--- src/rtl/sram_1rw_ctrl.sv ---
`default_nettype none
// ============================================================================
// Module      : sram_1rw_ctrl
// Description : Single-port SRAM macro controller. It zero-fills the macro
//               after reset, then serves in-order reads through a
//               credit-limited 3-entry response FIFO.
// Revision    : 1.0 - initial release
// ============================================================================
module sram_1rw_ctrl #(
    parameter int ADDR_W = 11,
    parameter int DATA_W = 40,
    parameter int MASK_W = 10,
    parameter int DEPTH  = 2048
) (
    input  logic              clock,
    input  logic              reset,
    input  logic              req_valid,
    output logic              req_ready,
    input  logic              req_write,
    input  logic [ADDR_W-1:0] req_addr,
    input  logic [DATA_W-1:0] req_wdata,
    input  logic [MASK_W-1:0] req_wmask,
    output logic              resp_valid,
    input  logic              resp_ready,
    output logic [DATA_W-1:0] resp_rdata,
    output logic              init_done,
    output logic              mem_en,
    output logic              mem_wmode,
    output logic [ADDR_W-1:0] mem_addr,
    output logic [MASK_W-1:0] mem_wmask,
    output logic [DATA_W-1:0] mem_wdata,
    input  logic [DATA_W-1:0] mem_rdata
);

    localparam logic [ADDR_W-1:0] C_LAST_ADDR  = ADDR_W'(DEPTH - 1);
    localparam int                C_FIFO_DEPTH = 3;

    typedef enum logic [0:0] {
        ST_INIT = 1'b0,
        ST_RUN  = 1'b1
    } state_t;

    state_t            r_state;
    logic [ADDR_W-1:0] r_init_cnt;
    logic              r_init_done;
    logic [1:0]        r_occ;
    logic [1:0]        r_wr_ptr;
    logic [1:0]        r_rd_ptr;
    logic              r_inflight;
    logic [DATA_W-1:0] r_fifo [C_FIFO_DEPTH];

    logic              w_credit;
    logic              w_accept;
    logic              w_push;
    logic              w_pop;

    function automatic logic [1:0] next_ptr(input logic [1:0] p);
        return (p == 2'd2) ? 2'd0 : p + 2'd1;
    endfunction

    // A read in flight already owns a FIFO slot, so it is counted as a credit.
    assign w_credit   = ({1'b0, r_occ} + {2'b00, r_inflight}) < 3'd3;
    assign req_ready  = (r_state == ST_RUN) && w_credit;
    assign w_accept   = req_valid & req_ready;
    assign w_push     = r_inflight;
    assign w_pop      = resp_valid & resp_ready;
    assign resp_valid = (r_occ != 2'd0);
    assign resp_rdata = r_fifo[r_rd_ptr];
    assign init_done  = r_init_done;

    always_ff @(posedge clock or posedge reset) begin
        if (reset) begin
            r_state     <= ST_INIT;
            r_init_cnt  <= '0;
            r_init_done <= 1'b0;
        end else begin
            case (r_state)
                ST_INIT: begin
                    r_init_cnt <= r_init_cnt + ADDR_W'(1);
                    if (r_init_cnt == C_LAST_ADDR) begin
                        r_state     <= ST_RUN;
                        r_init_done <= 1'b1;
                    end
                end
                default: begin
                    r_state <= ST_RUN;
                end
            endcase
        end
    end

    // The sweep drives the macro whenever reset is low; reset gates it off.
    always_comb begin
        if (r_state == ST_INIT) begin
            mem_en    = ~reset;
            mem_wmode = 1'b1;
            mem_addr  = r_init_cnt;
            mem_wmask = '1;
            mem_wdata = '0;
        end else begin
            mem_en    = w_accept;
            mem_wmode = req_write;
            mem_addr  = req_addr;
            mem_wmask = req_wmask;
            mem_wdata = req_wdata;
        end
    end

    always_ff @(posedge clock or posedge reset) begin
        if (reset) begin
            r_occ      <= 2'd0;
            r_wr_ptr   <= 2'd0;
            r_rd_ptr   <= 2'd0;
            r_inflight <= 1'b0;
        end else begin
            r_inflight <= w_accept & ~req_write;
            if (w_push) begin
                r_wr_ptr <= next_ptr(r_wr_ptr);
            end
            if (w_pop) begin
                r_rd_ptr <= next_ptr(r_rd_ptr);
            end
            if (w_push && !w_pop) begin
                r_occ <= r_occ + 2'd1;
            end else if (!w_push && w_pop) begin
                r_occ <= r_occ - 2'd1;
            end
        end
    end

    always_ff @(posedge clock) begin
        if (w_push) begin
            r_fifo[r_wr_ptr] <= mem_rdata;
        end
    end

    a_no_overflow: assert property (@(posedge clock) disable iff (reset)
        !(w_push && (r_occ == 2'd3)));

endmodule
`default_nettype wire

--- config.mk ---
export PLATFORM = sky130hd
export DESIGN_NAME = sram_1rw_ctrl
export DESIGN_NICKNAME = d
export VERILOG_FILES = /design/src/rtl/sram_1rw_ctrl.sv
export SDC_FILE = /design/constraint.sdc
export NUM_CORES = 1
export LEC_CHECK = 0
export CELL_PAD_IN_SITES_DETAIL_PLACEMENT = 1
export CELL_PAD_IN_SITES_GLOBAL_PLACEMENT = 1
export CORE_MARGIN = 2
export CORE_UTILIZATION = 33
export CTS_BUF_LIST = sky130_fd_sc_hd__clkbuf_4 sky130_fd_sc_hd__clkbuf_8
export DETAILED_ROUTE_END_ITERATION = 16
export PLACE_DENSITY = 0.78
export SYNTH_ARGS = -nofsm -noshare
export SYNTH_HDL_FRONTEND = slang
export SYNTH_SLANG_ARGS = --single-unit
--- constraint.sdc ---
create_clock -name clock -period 2.85 [get_ports clock]
set_input_delay 0.57 -clock clock [delete_from_list [all_inputs] [get_ports clock]]
set_output_delay 0.57 -clock clock [all_outputs]
set_load 0.1 [all_outputs]
==> results.py, run 1 <==
metrics = {
    "run_status": {
        "status": "complete, no violations",
    },
    "yosys": {
        "yosysMostFrequentCell": "edfxtp_1",
        "synth_edf_count": 120,
        "yosysSeqAreaShare_pct": 70.4,
        "ys_top_cells_by_area": "edfxtp_1 62%, dfrtp_1 8.6%, mux2i_1 6.9%, and2_1 4.5%, o21ai_0 3.4%",
        "yosys.area.top_type_share_pct": 61.8,
        "synth_cells": 398,
        "synth_cell_types": 33,
        "synth_area_leader_cell": "edfxtp_1",
        "ys_warn_count": 0,
        "syn-cell-area_um2": 5830,
        "ys_top_cells_by_count": "120 x edfxtp_1, 42 x and2_1, 41 x nand2_1",
        "synth_ff_type": "edfxtp_1",
        "ys_async_sr_fraction_pct": 14.3,
        "syn_area_per_cell_um2": 14.6,
        "syn-num-nets": 508,
        "ys_seq_elements": 140,
    },
    "setup_path": {
        "timing.rr.end": "r_fifo[2][23]$_DFFE_PP_",
        "r2r_start": "r_wr_ptr[0]$_DFFE_PP0P_",
        "crit_required_ns": 2.28,
        "end_kind": "primary output",
        "r2r_slack_ns": 1.04,
        "crit_type": "register to primary output",
        "cp_max_fo": 5,
        "reg2reg_depth": 3,
        "start_kind": "register",
        "cp.arrival_ns": 2.14,
    },
    "sta": {
        "hold_viol_final": 0,
        "finalCritPeriodShare_pct": 95.0,
        "slew_viol_final": 0,
        "fin_crit_ns": 2.71,
        "fin_setup_tns_ns": 0,
        "hold_slack_ns": 0.502,
        "setup_viol": 0,
        "relSlewSlack_pct": 54.2,
        "max_freq_ghz": 0.369,
        "fin_skew_ns": 0.0116,
        "tightest_slew_ns": 0.687,
        "rsz0062_at_grt": "no",
        "fin_ws_ns": 0.143,
    },
    "global_route": {
        "grt_pass1_vias": 4566,
        "antenna_found_initial": 1,
        "grt_pass1_wl_mm": 24.7,
        "grt_max_degree": 68,
        "grt-ovfl-total": 0,
        "grt.total_usage_pct": 17.9,
    },
    "drt": {
        "drc_errors": 0,
        "drt_iter0_markers": 144,
        "wl_per_cell_um": 18.9,
        "route.vias.total": 4002,
        "ant_nets": 0,
        "vias_per_cell": 4.70,
        "wl_mm": 16.1,
        "firstDrtPassIters": 4,
    },
    "run": {
        "drv_cap": 0,
    },
    "layout": {
        "n_fill_cell": 1658,
        "final_area_um2": 9430,
        "multi_input_comb_area_um2": 1610,
        "area_growth_pct": 61.8,
        "post-route-util_pct": 54.5,
        "drive_gt1_share_pct": 26.5,
        "regArea_um2": 4110,
        "antenna_cells": 0,
        "final_nets": 724,
        "stdcell_count": 852,
    },
    "floorplan": {
        "ioPinCount": 212,
        "die-area_um2": 18700,
        "rows": 48,
        "coreArea_um2": 17300,
        "start_util_pct": 33.7,
        "die_y_um": 137,
        "dieWidth_um": 137,
    },
    "worst_hold_path": {
        "whs_path_depth": 1,
        "hold_class": "register to register",
        "min_to": "r_wr_ptr[1]$_DFFE_PP0P_",
        "worstHoldStart": "r_wr_ptr[1]$_DFFE_PP0P_",
    },
    "clock_network": {
        "cts_resized": 0,
        "htreeDepth": 4,
        "root_buffer": "clkbuf_8",
        "clock_sinks": 140,
        "clkLatencyLatePin_ns": 0.45,
        "postCtsSetupBuffers": 0,
        "cts_inserted_buffers": 17,
        "ctsHoldBuffers": 0,
        "cts.clk_slew.worst_paths_ns": 0.07,
        "cts_tree": "yes",
        "cts_buffer_depth": 2,
    },
    "placed_design": {
        "pre_cts_slack_ns": 0.575,
        "hpwl_mm": 12.2,
        "globalplace.congestion": 0.772,
        "dpl_cell_area_um2": 9070,
        "dp.cells": 820,
        "portBuffers": 211,
    },
    "power": {
        "leakagePower_nw": 3.38,
        "p_per_area_nw_per_um2": 409,
        "power.total_mw": 3.86,
        "ir_worst_vdd_mv": 0.284,
    },
}
-- cell type report --
cell class / count / share of cell area, %
clock inverters: 14 / 1.30
well taps: 225 / 2.98
multi-input cells: 232 / 17.0
flip-flops and latches: 140 / 43.5
clock buffers: 18 / 2.56
repair buffers: 219 / 32.4
inverters: 4 / 0.159
-- cells in the final DEF (no fill, tap or decap), types with 2 or more instances in the layout --
master           Yosys  layout
clkinv_2             0       3
inv_1                4       4
dfrtp_1             20      18
xnor2_1             10      10
edfxtp_1           120     120
and2_1              42      42
nand3_1              2       2
inv_6                0       2
nand2_1             41      41
clkinv_4             0       3
and3_1               3       2
clkdlybuf4s50_1      0     105
ha_1                 4       4
clkinvlp_4           0       4
xor2_1               3       3
buf_4                3      22
mux2_2              12      12
o21ai_1              1      41
dfrtp_2              0       2
a31o_2               2       2
buf_12               0      92
nand4_1              5       5
a21o_1               4       4
nand2b_1            12      12
nor2_4               0       2
clkbuf_8             0      17
mux2i_1             40      40
-- flip-flops by register name, summed over array words and instances (netlist names) --
signal      count
r_fifo        120
r_init_cnt     11
r_occ           2
r_rd_ptr        2
r_wr_ptr        2
init_done       1
r_inflight      1
r_state         1
-- critical path, cell delays in order, from the launching register on --
cell and delay, ns:
dfrtp_1 0.44, ha_1 0.24, ha_1 0.31, a211oi_4 0.30, a22o_1 0.23, buf_12 0.19
-- logic make-up after synthesis --
family	synth area share, %
DFF	70.4
and+or+nand+nor	10.5
muxes	9.18
AOI/OAI and AO/OA	4.70
buffers and inverters	2.47
xor gates and xnor gates	1.95
adders and majority gates	0.858
-- worst max-delay path by stage --
stage	startpoint	to	slack, ns	cells after the start
after floorplan	r_occ[0]$_DFFE_PP0P_	mem_en	-0.46	4
after global placement	r_occ[0]$_DFFE_PP0P_	mem_en	0.61	5
after detailed placement	r_occ[0]$_DFFE_PP0P_	mem_en	0.58	5
after CTS	r_occ[0]$_DFFE_PP0P_	mem_en	0.06	5
after global routing	r_occ[0]$_DFFE_PP0P_	mem_en	0.04	5
final	r_occ[0]$_DFFE_PP0P_	mem_en	0.14	5
-- report_power, final --
part           internal (mW)  switching, mW  leakage [nW]  total, mW
combinational          0.132         0.0490          1.87      0.181
sequential              2.22              0          1.34       2.22
clock                  0.697          0.762         0.176       1.46
total                   3.05          0.811          3.38       3.86
-- per-layer routing --
metal,up-vias,global-route usage (%),share of wire (%)
li1,1867,-,-
met2,173,33.1,54
met4,0,4.81,1.1
met3,18,8.37,10
met5,-,0,0
met1,1944,17.8,35
(Power assumes the default switching activity.)
==> inputs of run 2 (changes only) <==
- PLACE_DENSITY: 0.78 -> not set
- PLACE_DENSITY_LB_ADDON: not set -> 0.1
- REMOVE_ABC_BUFFERS: not set -> 1
==> results.py, run 2 (same netlist as run 1, synthesis figures left out) <==
metrics = {
    "placed_design": {
        "hpwl_mm": 11.7,
        "globalplace.congestion": 0.729,
        "dp.cells": 823,
        "portBuffers": 211,
    },
    "layout": {
        "post-route-util_pct": 55.1,
        "largest_register_ffs": 120,
        "final_cell_mix": "120 x edfxtp_1, 105 x clkdlybuf4s50_1, 95 x buf_12",
        "final_nets": 727,
        "drive_gt1_share_pct": 26.8,
        "max_flop_register": "r_fifo",
        "antenna_cells": 0,
        "final_common_cell": "edfxtp_1",
        "reg_top3": "r_fifo: 120 flops, r_init_cnt: 11 flops",
        "stdcell_count": 855,
        "area_growth_pct": 63.5,
    },
    "clock_network": {
        "cts_buffer_depth": 2,
        "cts_tree": "yes",
        "cts_inserted_buffers": 17,
        "postCtsSetupBuffers": 0,
        "cts_resized": 0,
        "ctsHoldBuffers": 0,
        "clkLatencyLatePin_ns": 0.44,
        "clock_sinks": 140,
        "htreeDepth": 4,
        "root_buffer": "clkbuf_8",
        "cts.clk_slew.worst_paths_ns": 0.07,
    },
    "power": {
        "power.switching_uw": 767,
        "power.internal_mw": 3.26,
        "seq_power_share_pct": 55.2,
        "p_per_area_nw_per_um2": 422,
        "ir_worst_vdd_mv": 0.356,
        "power.total_mw": 4.02,
        "switching_share_pct": 19.1,
        "leakagePower_nw": 3.44,
        "clockPowerShare_pct": 40.3,
        "comb_power_share_pct": 4.4,
    },
    "global_route": {
        "grt_pass1_vias": 4489,
        "grt_max_degree": 66,
        "antenna_found_initial": 2,
        "grt-ovfl-total": 0,
        "grt_pass1_wl_mm": 24.7,
        "grt.total_usage_pct": 18.0,
    },
    "setup_path": {
        "crit_type": "register to primary output",
        "crit_required_ns": 2.28,
        "start_kind": "register",
        "end_kind": "primary output",
        "cp.arrival_ns": 2.11,
        "r2r_slack_ns": 1.09,
        "cp_max_fo": 5,
    },
    "sta": {
        "slew_viol_final": 0,
        "tightest_slew_ns": 0.618,
        "fin_setup_tns_ns": 0,
        "hold_viol_final": 0,
        "finalCritPeriodShare_pct": 94.2,
        "max_freq_ghz": 0.373,
        "setup_viol": 0,
        "rsz0062_at_grt": "no",
        "fin_skew_ns": 0.00830,
        "relSlewSlack_pct": 58.8,
        "fin_crit_ns": 2.68,
    },
    "floorplan": {
        "ioPinCount": 212,
        "dieWidth_um": 137,
        "die_y_um": 137,
        "coreArea_um2": 17300,
        "die-area_um2": 18700,
        "rows": 48,
        "start_util_pct": 33.7,
    },
    "drt": {
        "drc_errors": 0,
        "route.vias.total": 4057,
        "ant_nets": 0,
        "drt_iter0_markers": 145,
        "wl_per_cell_um": 18.8,
        "vias_per_cell": 4.75,
        "wl_mm": 16.0,
        "firstDrtPassIters": 5,
    },
    "run": {
        "drv_cap": 0,
    },
    "worst_hold_path": {
        "hold_class": "primary input to asynchronous set/reset pin",
    },
    "run_status": {
        "status": "complete, no violations",
    },
}
## run 2: changes by cell type in the layout (fill, tap and decap cells not counted), sizes merged
cell	delta
inv	-1
clkinvlp	-4
clkbuf	+3
buf	+3
bufinv	+2
## run 2: area by class of cell
class / instances / area [um2]
clock buffers: 21 / 264
clock inverters: 11 / 144
well taps: 225 / 282
multi-input cells: 232 / 1610
inverters: 4 / 15.0
repair buffers: 222 / 3120
fillers: 1692 / 7760
flip-flops and latches: 140 / 4110
## run 2: stage by stage
| stage | setup slack, ns | instance area (um2) | hold slack, ns |
|---|---|---|---|
| 2_1_floorplan | -1.54 | 5700 | 0.455 |
| 3_3_place_gp | 0.595 | 9120 | 0.479 |
| 3_5_place_dp | 0.562 | 9120 | 0.494 |
| 4_1_cts | 0.0669 | 9530 | 0.474 |
| 5_1_grt | 0.0134 | 9540 | 0.512 |
| 6_report | 0.166 | 9540 | 0.486 |
## run 2: power by group through the flow
stage	combinational (mW)	clock [mW]	sequential, mW
4_1_cts	0.180	1.67	2.22
2_1_floorplan	0.0132	0	2.27
3_5_place_dp	0.178	0	2.27
3_3_place_gp	0.172	0	2.27
5_1_grt	0.191	1.75	2.22
6_report	0.178	1.62	2.22
## run 2: path summary, 6_finish.rpt
check,from,endpoint,cells past startpoint
hold reg to reg,r_init_cnt[10]$_DFFE_PP0N_,r_init_cnt[10]$_DFFE_PP0N_,1
hold / removal,reset,r_inflight$_DFF_PP0_,3
setup reg to reg,r_wr_ptr[0]$_DFFE_PP0P_,r_fifo[2][33]$_DFFE_PP_,3
min in group clock,r_init_cnt[10]$_DFFE_PP0N_,r_init_cnt[10]$_DFFE_PP0N_,1
setup / recovery,r_occ[0]$_DFFE_PP0P_,mem_en,5
max in group asynchronous,reset,r_rd_ptr[1]$_DFFE_PP0P_,3
## run 2: worst max-delay path, cell delays in order (launching register included)
cell and delay, ns:
dfrtp_1 0.44, ha_1 0.22, ha_1 0.30, a211oi_4 0.29
a22o_1 0.23, buf_12 0.18
## run 2: metal layers
metal	wire [um]	track usage, %
met3	1380	8.11
met5	25	0
met4	274	5.90
met2	8450	31.3
met1	5900	19.5
